===== config.mk =====
export PLATFORM = sky130hd
export DESIGN_NAME = apb_master
export DESIGN_NICKNAME = d
export VERILOG_FILES = /design/src/rtl/apb_pkg.sv /design/src/rtl/apb_master.sv
export SDC_FILE = /design/constraint.sdc
export NUM_CORES = 1
export LEC_CHECK = 0
export ABC_CLOCK_PERIOD_IN_PS = 1870
export BUFFER_PORTS_ARGS = -buffer_cell sky130_fd_sc_hd__clkbuf_2
export CAP_MARGIN = 20
export CORE_UTILIZATION = 41
export DETAILED_ROUTE_END_ITERATION = 6
export MAX_ROUTING_LAYER = met4
export PLACE_DENSITY = 0.79
export SYNTH_ARGS = -nofsm -noshare
export SYNTH_HDL_FRONTEND = slang
export SYNTH_SLANG_ARGS = --single-unit

===== constraint.sdc =====
create_clock -name PCLK -period 1.87 [get_ports PCLK]
set_clock_uncertainty 0.2 [all_clocks]
set_input_delay 0.187 -clock PCLK [delete_from_list [all_inputs] [get_ports PCLK]]
set_output_delay 0.187 -clock PCLK [all_outputs]
set_load 0.01 [all_outputs]

===== src/rtl/apb_pkg.sv =====
// apb_pkg: shared FSM states, command bundle and defaults for the APB requester.
package apb_pkg;
    typedef enum logic [1:0] {IDLE, SETUP, ACCESS, RESP} apb_state_t;
    typedef struct packed {
        logic        write;
        logic [31:0] addr;
        logic [31:0] wdata;
    } apb_cmd_t;
    localparam int DEF_TIMEOUT = 16;
endpackage


===== src/rtl/apb_master.sv =====
// apb_master: valid/ready command to APB requester, one transfer in flight, bounded ACCESS wait.
// Ports: PCLK/PRESETn clock and async active-low reset; cmd_* command channel (cmd_ready high only
// in IDLE); rsp_* single-entry response (rdata zero for writes and errors, err on PSLVERR or
// timeout); PSEL/PENABLE/PWRITE/PADDR/PWDATA registered APB request; PRDATA/PREADY/PSLVERR completer.
module apb_master
    import apb_pkg::*;
#(
    parameter int DW      = 32,
    parameter int AW      = 32,
    parameter int TIMEOUT = DEF_TIMEOUT
) (
    input  logic          PCLK,
    input  logic          PRESETn,
    input  logic          cmd_valid,
    output logic          cmd_ready,
    input  logic          cmd_write,
    input  logic [AW-1:0] cmd_addr,
    input  logic [DW-1:0] cmd_wdata,
    output logic          rsp_valid,
    input  logic          rsp_ready,
    output logic [DW-1:0] rsp_rdata,
    output logic          rsp_err,
    output logic          PSEL,
    output logic          PENABLE,
    output logic          PWRITE,
    output logic [AW-1:0] PADDR,
    output logic [DW-1:0] PWDATA,
    input  logic [DW-1:0] PRDATA,
    input  logic          PREADY,
    input  logic          PSLVERR
);
    localparam int CW = $clog2(TIMEOUT);
    localparam logic [CW-1:0] CNT_LAST = CW'(TIMEOUT - 1);

    apb_state_t    state_q, state_d;
    logic [CW-1:0] cnt_q, cnt_d;
    logic          psel_q, psel_d, penable_q, penable_d, pwrite_q, pwrite_d;
    logic [AW-1:0] paddr_q, paddr_d;
    logic [DW-1:0] pwdata_q, pwdata_d, rdata_q, rdata_d;
    logic          rsp_valid_q, rsp_valid_d, rsp_err_q, rsp_err_d;

    always_comb begin
        state_d     = state_q;
        cnt_d       = cnt_q;
        psel_d      = psel_q;
        penable_d   = penable_q;
        pwrite_d    = pwrite_q;
        paddr_d     = paddr_q;
        pwdata_d    = pwdata_q;
        rdata_d     = rdata_q;
        rsp_valid_d = rsp_valid_q;
        rsp_err_d   = rsp_err_q;
        case (state_q)
            IDLE: if (cmd_valid) begin
                state_d  = SETUP;
                psel_d   = 1'b1;
                pwrite_d = cmd_write;
                paddr_d  = cmd_addr;
                pwdata_d = cmd_wdata;
            end
            SETUP: begin
                state_d   = ACCESS;
                penable_d = 1'b1;
            end
            // PREADY takes priority over the timeout on the last allowed cycle
            ACCESS: if (PREADY || cnt_q == CNT_LAST) begin
                state_d     = RESP;
                psel_d      = 1'b0;
                penable_d   = 1'b0;
                rsp_valid_d = 1'b1;
                rsp_err_d   = PREADY ? PSLVERR : 1'b1;
                rdata_d     = (PREADY && !PSLVERR && !pwrite_q) ? PRDATA : '0;
            end else begin
                cnt_d = cnt_q + 1'b1;
            end
            RESP: if (rsp_ready) begin
                state_d     = IDLE;
                rsp_valid_d = 1'b0;
                cnt_d       = '0;
            end
            default: state_d = IDLE;
        endcase
    end

    always_ff @(posedge PCLK or negedge PRESETn) begin
        if (!PRESETn) begin
            state_q     <= IDLE;
            cnt_q       <= '0;
            psel_q      <= 1'b0;
            penable_q   <= 1'b0;
            pwrite_q    <= 1'b0;
            paddr_q     <= '0;
            pwdata_q    <= '0;
            rdata_q     <= '0;
            rsp_valid_q <= 1'b0;
            rsp_err_q   <= 1'b0;
        end else begin
            state_q     <= state_d;
            cnt_q       <= cnt_d;
            psel_q      <= psel_d;
            penable_q   <= penable_d;
            pwrite_q    <= pwrite_d;
            paddr_q     <= paddr_d;
            pwdata_q    <= pwdata_d;
            rdata_q     <= rdata_d;
            rsp_valid_q <= rsp_valid_d;
            rsp_err_q   <= rsp_err_d;
        end
    end

    assign cmd_ready = (state_q == IDLE);
    assign PSEL      = psel_q;
    assign PENABLE   = penable_q;
    assign PWRITE    = pwrite_q;
    assign PADDR     = paddr_q;
    assign PWDATA    = pwdata_q;
    assign rsp_valid = rsp_valid_q;
    assign rsp_rdata = rdata_q;
    assign rsp_err   = rsp_err_q;
endmodule

After elaboration in Yosys (flattened, before gate mapping)
Index checks and enable logic that the tools add are counted.
W data, S select, Z words.
{ "op_classes": {"n_addsub": 1, "n_eq_ne": 8, "n_mux": 16, "reduce_logical": 16} }
{ "op_table": {"columns": ["op", "count"], "rows": [
  ["$mux W32", 1],
  ["$reduce_and A3 Y1", 4],
  ["$mux W4", 2],
  ["$ne A2 B2 Y1 const B", 4],
  ["$pmux W2 S4", 1],
  ["$pmux W4 S2", 1],
  ["$mux W2", 3],
  ["$pmux W1 S2", 3],
  ["$reduce_and A2 Y1", 3],
  ["$reduce_bool A2 Y1", 3],
  ["$mux W1", 5],
  ["$add A4 B1 Y4 const B", 1],
  ["$eq A2 B2 Y1 const B", 2],
  ["$eq A4 B4 Y1 const B", 1],
  ["$eq A2 B1 Y1 const B", 1],
  ["$logic_and A1 B1 Y1", 2],
  ["$logic_not A1 Y1", 2],
  ["$logic_not A2 Y1", 1],
  ["$logic_or A1 B1 Y1", 1]
]} }
{ "word_totals": {"register_bits": 107, "output_inout_bits": 102} }

Depth between registers and ports, before layout
{ "depth": {"ltp_word": 4, "depth_mapped": 6, "ltp_nobuf": 5} }

Least setup slack after synthesis
No wires, ideal clock.
{ "synth_path": {"path_type": "register to register", "start": "register state_q[0]", "end": "register pwdata_q[18] (netlist: PWDATA[18])", "setup_time_ns": 0.125, "arrival_time_ns": 1.492, "required_time_ns": 1.545, "setup_slack_ns": 0.053, "path_stages_with_launch": 7, "n_path_buf": 2, "period_less_slack_ns": 1.817, "cell_sequence": "dfrtp_1 inv_1 ha_1 nand2_1 buf_2 buf_2 mux2_2"} }
{ "synth_via": {"elab_chain_len": 2} }
{ "synth_lines": {"columns": ["item", "line", "source"], "rows": [
  ["start: declaration", "apb_master.sv:35", "apb_state_t state_q, state_d;"],
  ["start signal: assignment", "apb_master.sv:98", "state_q <= state_d;"],
  ["$logic_not A2 Y1", null, null],
  ["net cmd_ready", "apb_master.sv:15", "output logic cmd_ready,"],
  ["$reduce_and A2 Y1 (no source line)", null, null],
  ["end signal: assignment", "apb_master.sv:104", "pwdata_q <= pwdata_d;"],
  ["end: declaration", "apb_master.sv:39", "logic [DW-1:0] pwdata_q, pwdata_d, rdata_q, rdata_d;"]
]} }
The timed path passes the listed nets, and every way through them passes these cells.
A chain may end at the register's enable or synchronous reset.

Final worst setup path
{ "layout_path": {"start": "register state_q[0]", "end": "register pwdata_q[12] (netlist: PWDATA[12])"} }
{ "layout_via": {"elab_chain_len": 2} }
{ "layout_lines": {"columns": ["item", "line", "source"], "rows": [
  ["$logic_not A2 Y1", "apb_master.sv:53", "case (state_q)"],
  ["$reduce_and A2 Y1 (no source line)", null, null]
]} }
No other way between the ends.

==> results.sh <==
export IMPL_status="finished clean"
export IMPL_final_nets=688
export IMPL_switchingPower_mw=3.20
export IMPL_syn_to_final_growth_pct=58.9
export IMPL_setup_violations_final=0
export IMPL_final_cell_mix="203 x clkbuf_2, 107 x dfrtp_1, 100 x dlygate4sd3_1, 43 x mux2_1, 33 x a22o_1"
export IMPL_hpwl_um=7120
export IMPL_dp_cells=602
export IMPL_clk_pin_slew_ns=0.09
export IMPL_wl_per_cell_um=16.0
export IMPL_cts_repair_resized=0
export IMPL_period_minus_slack_ns=1.81
export IMPL_max_slew_margin=0.768
export IMPL_drtAntennaViolNets=0
export IMPL_r2r_slack_ns=0.06
export IMPL_finalPower_mw=9.31
export IMPL_holdPathEnd="state_q[0]"
export IMPL_combPwrFrac=0.400
export IMPL_critPathKind="reg -> reg"
export IMPL_hp_class="in -> reg"
export IMPL_swShare=0.344
export IMPL_post_cts_buffers=0
export IMPL_grt_overflow=0
export IMPL_worstReg2RegEnd="PWDATA[12]"
export IMPL_final_period_utilization=0.967
export IMPL_layout_commonest_cell="clkbuf_2"
export IMPL_max_freq_mhz=553
export IMPL_yosysSeqAreaShare=0.642
export IMPL_intPower_mw=6.10
export IMPL_setup_worst_path_start_class="register"
export IMPL_arrival_ns=1.84
export IMPL_pre_cts_ws_ns=0.108
export IMPL_crit_fanout=43
export IMPL_pin_count=205
export IMPL_clock_sinks=107
export IMPL_synth_fp_nets=380
export IMPL_cts_hold_buf=100
export IMPL_ff_latch_area_mm2=0.00268
export IMPL_clock_latency_ns=0.36
export IMPL_tritoncts="done"
export IMPL_wl_um=11500
export IMPL_fin_ws_ns=0.0626
export IMPL_antenna_found_initial=0
export IMPL_powerDensity_mw_per_mm2=1410
export IMPL_fp_row_count=36
export IMPL_final_cells=717
export IMPL_drt_iter0_markers=73
export IMPL_core_mm2=0.00982
export IMPL_rsz0062_at_grt="no"
export IMPL_synthArstFlopShare=1.00
export IMPL_avgSynthCellArea_um2=15.3
export IMPL_port_buffers=204
export IMPL_cp_required_ns=1.91
export IMPL_ys_warn_count=0
export IMPL_die_y_um=103
export IMPL_root_buffer="clkbuf_8"
export IMPL_setup_tns_ns=0
export IMPL_seq_power_share=0.425
export IMPL_holdPathStages=4
export IMPL_n_fill_cell=718
export IMPL_htreeDepth=3
export IMPL_hold_viol=0
export IMPL_vias=3442
export IMPL_grt_pass1_vias=3611
export IMPL_final_max_slew_violation_count=0
export IMPL_diodes=0
export IMPL_grt_max_degree=57
export IMPL_gp_congestion=0.776
export IMPL_cap_violations=0
export IMPL_numCtsBuffers=9
export IMPL_synthCells=272
export IMPL_pwr_share_clk=0.175
export IMPL_post_drt_via_cell_ratio=4.80
export IMPL_hp_start="rsp_ready"
export IMPL_drt_pass1_iterations=4
export IMPL_r2r_start="state_q[0]"
export IMPL_synth_distinct_cells=34
export IMPL_ir_drop_mv=0.745
export IMPL_synth_edf_count=0
export IMPL_synth_ff_type="dfrtp_1"
export IMPL_die_w_um=103
export IMPL_synth_seq_cells=107
export IMPL_clk_path_buf_depth=2
export IMPL_initial_core_util=0.424
export IMPL_syn_area_mm2=0.00417
export IMPL_place_area_mm2=0.00539
export IMPL_worstRegToRegCells=5
export IMPL_setup_worst_path_end_class="register"
export IMPL_grt_usage=0.226
export IMPL_grt_first_pass_wirelength_um=17500
export IMPL_worstMarginPinSlew_ns=0.348
export IMPL_drc_errors=0
export IMPL_p_leak_nw=3.38
export IMPL_stdcell_area_mm2=0.00662
export IMPL_drive_gt1_frac=0.438
export IMPL_multiInputGateArea_mm2=0.00137
export IMPL_die_area_mm2=0.0106
[power by group through the flow]
stage          sequential, mW  combinational [mW]  clock (mW)
4_1_cts                  3.91                3.71        1.69
5_1_grt                  4.08                4.08        1.74
3_5_place_dp             3.96                3.55           0
3_3_place_gp             3.90                3.41           0
6_report                 3.96                3.72        1.63
2_1_floorplan            4.35                1.53           0
[Yosys cell counts (all sizes together), types with 2 or more instances]
master	count	area [um^2]
nor2	4	15.0
a21o	3	22.5
mux2	65	732
and3	2	17.5
buf	15	93.8
mux2i	2	20.0
nand2	3	13.8
inv	7	26.3
ha	5	62.6
a22o	33	289
dfrtp	107	2680
o22ai	2	12.5
a21oi	4	20.0
o21ai	3	18.8
nand3	2	10.0
nand4	2	12.5
[stage by stage]
step	hold slack (ns)	utilization
finish	0.0220	0.675
global route	0.0263	0.675
CTS	0.00285	0.675
detailed placement	0.0130	0.549
global placement	0.00943	0.549
floorplan	-0.309	-
[cells by family after synthesis]
group                    after synthesis  share of synthesized area
multiplexers                          67                      0.180
flip-flops                           107                      0.642
AO/OA/AOI/OAI                         51                      0.102
AND/OR/NAND/NOR                       19                     0.0303
adder cells (fa/ha/maj)                5                     0.0150
buffers and inverters                 23                     0.0297
[state kept, by name, summed over array words and instances, names as in the netlist]
| register | count |
|---|---|
| PENABLE | 1 |
| PWDATA | 32 |
| PSEL | 1 |
| rsp_rdata | 32 |
| cnt_q | 4 |
| rsp_valid | 1 |
| rsp_err | 1 |
| state_q | 2 |
| PADDR | 32 |
| PWRITE | 1 |
[per-layer routing]
layer  vias up  part of all wire  track usage  wire length [um]
met4         0             0.023        0.107               269
met1      1680              0.38        0.231              4380
met2       131              0.54        0.416              6230
met5         -                 0            -                 0
li1       1605                 -            -                 -
met3        26             0.052       0.0414               596
[worst max-delay path by stage]
| stage | to | startpoint |
|---|---|---|
| floorplan | PWDATA[18] | state_q[0] |
| global placement | PADDR[0] | state_q[0] |
| detailed placement | rsp_rdata[16] | state_q[0] |
| CTS | PWDATA[7] | state_q[0] |
| global route | state_q[1] | cnt_q[0] |
| finish | PWDATA[12] | state_q[0] |
[layout make-up]
type | count | area share
inverter | 7 | 0.00397
tap | 133 | 0.0251
clock buffer | 10 | 0.0193
clock inverter | 5 | 0.0155
sequential | 107 | 0.404
timing repair buffer | 313 | 0.325
multi-input combinational | 142 | 0.207
[critical path, cell delays in order, from the launching register on]
cell and delay, ns:
dfrtp_1 0.38, inv_1 0.09, ha_1 0.25, nand2_2 0.11, buf_12 0.24, mux2_1 0.38
No activity file was read; power rests on OpenSTA's default activity.
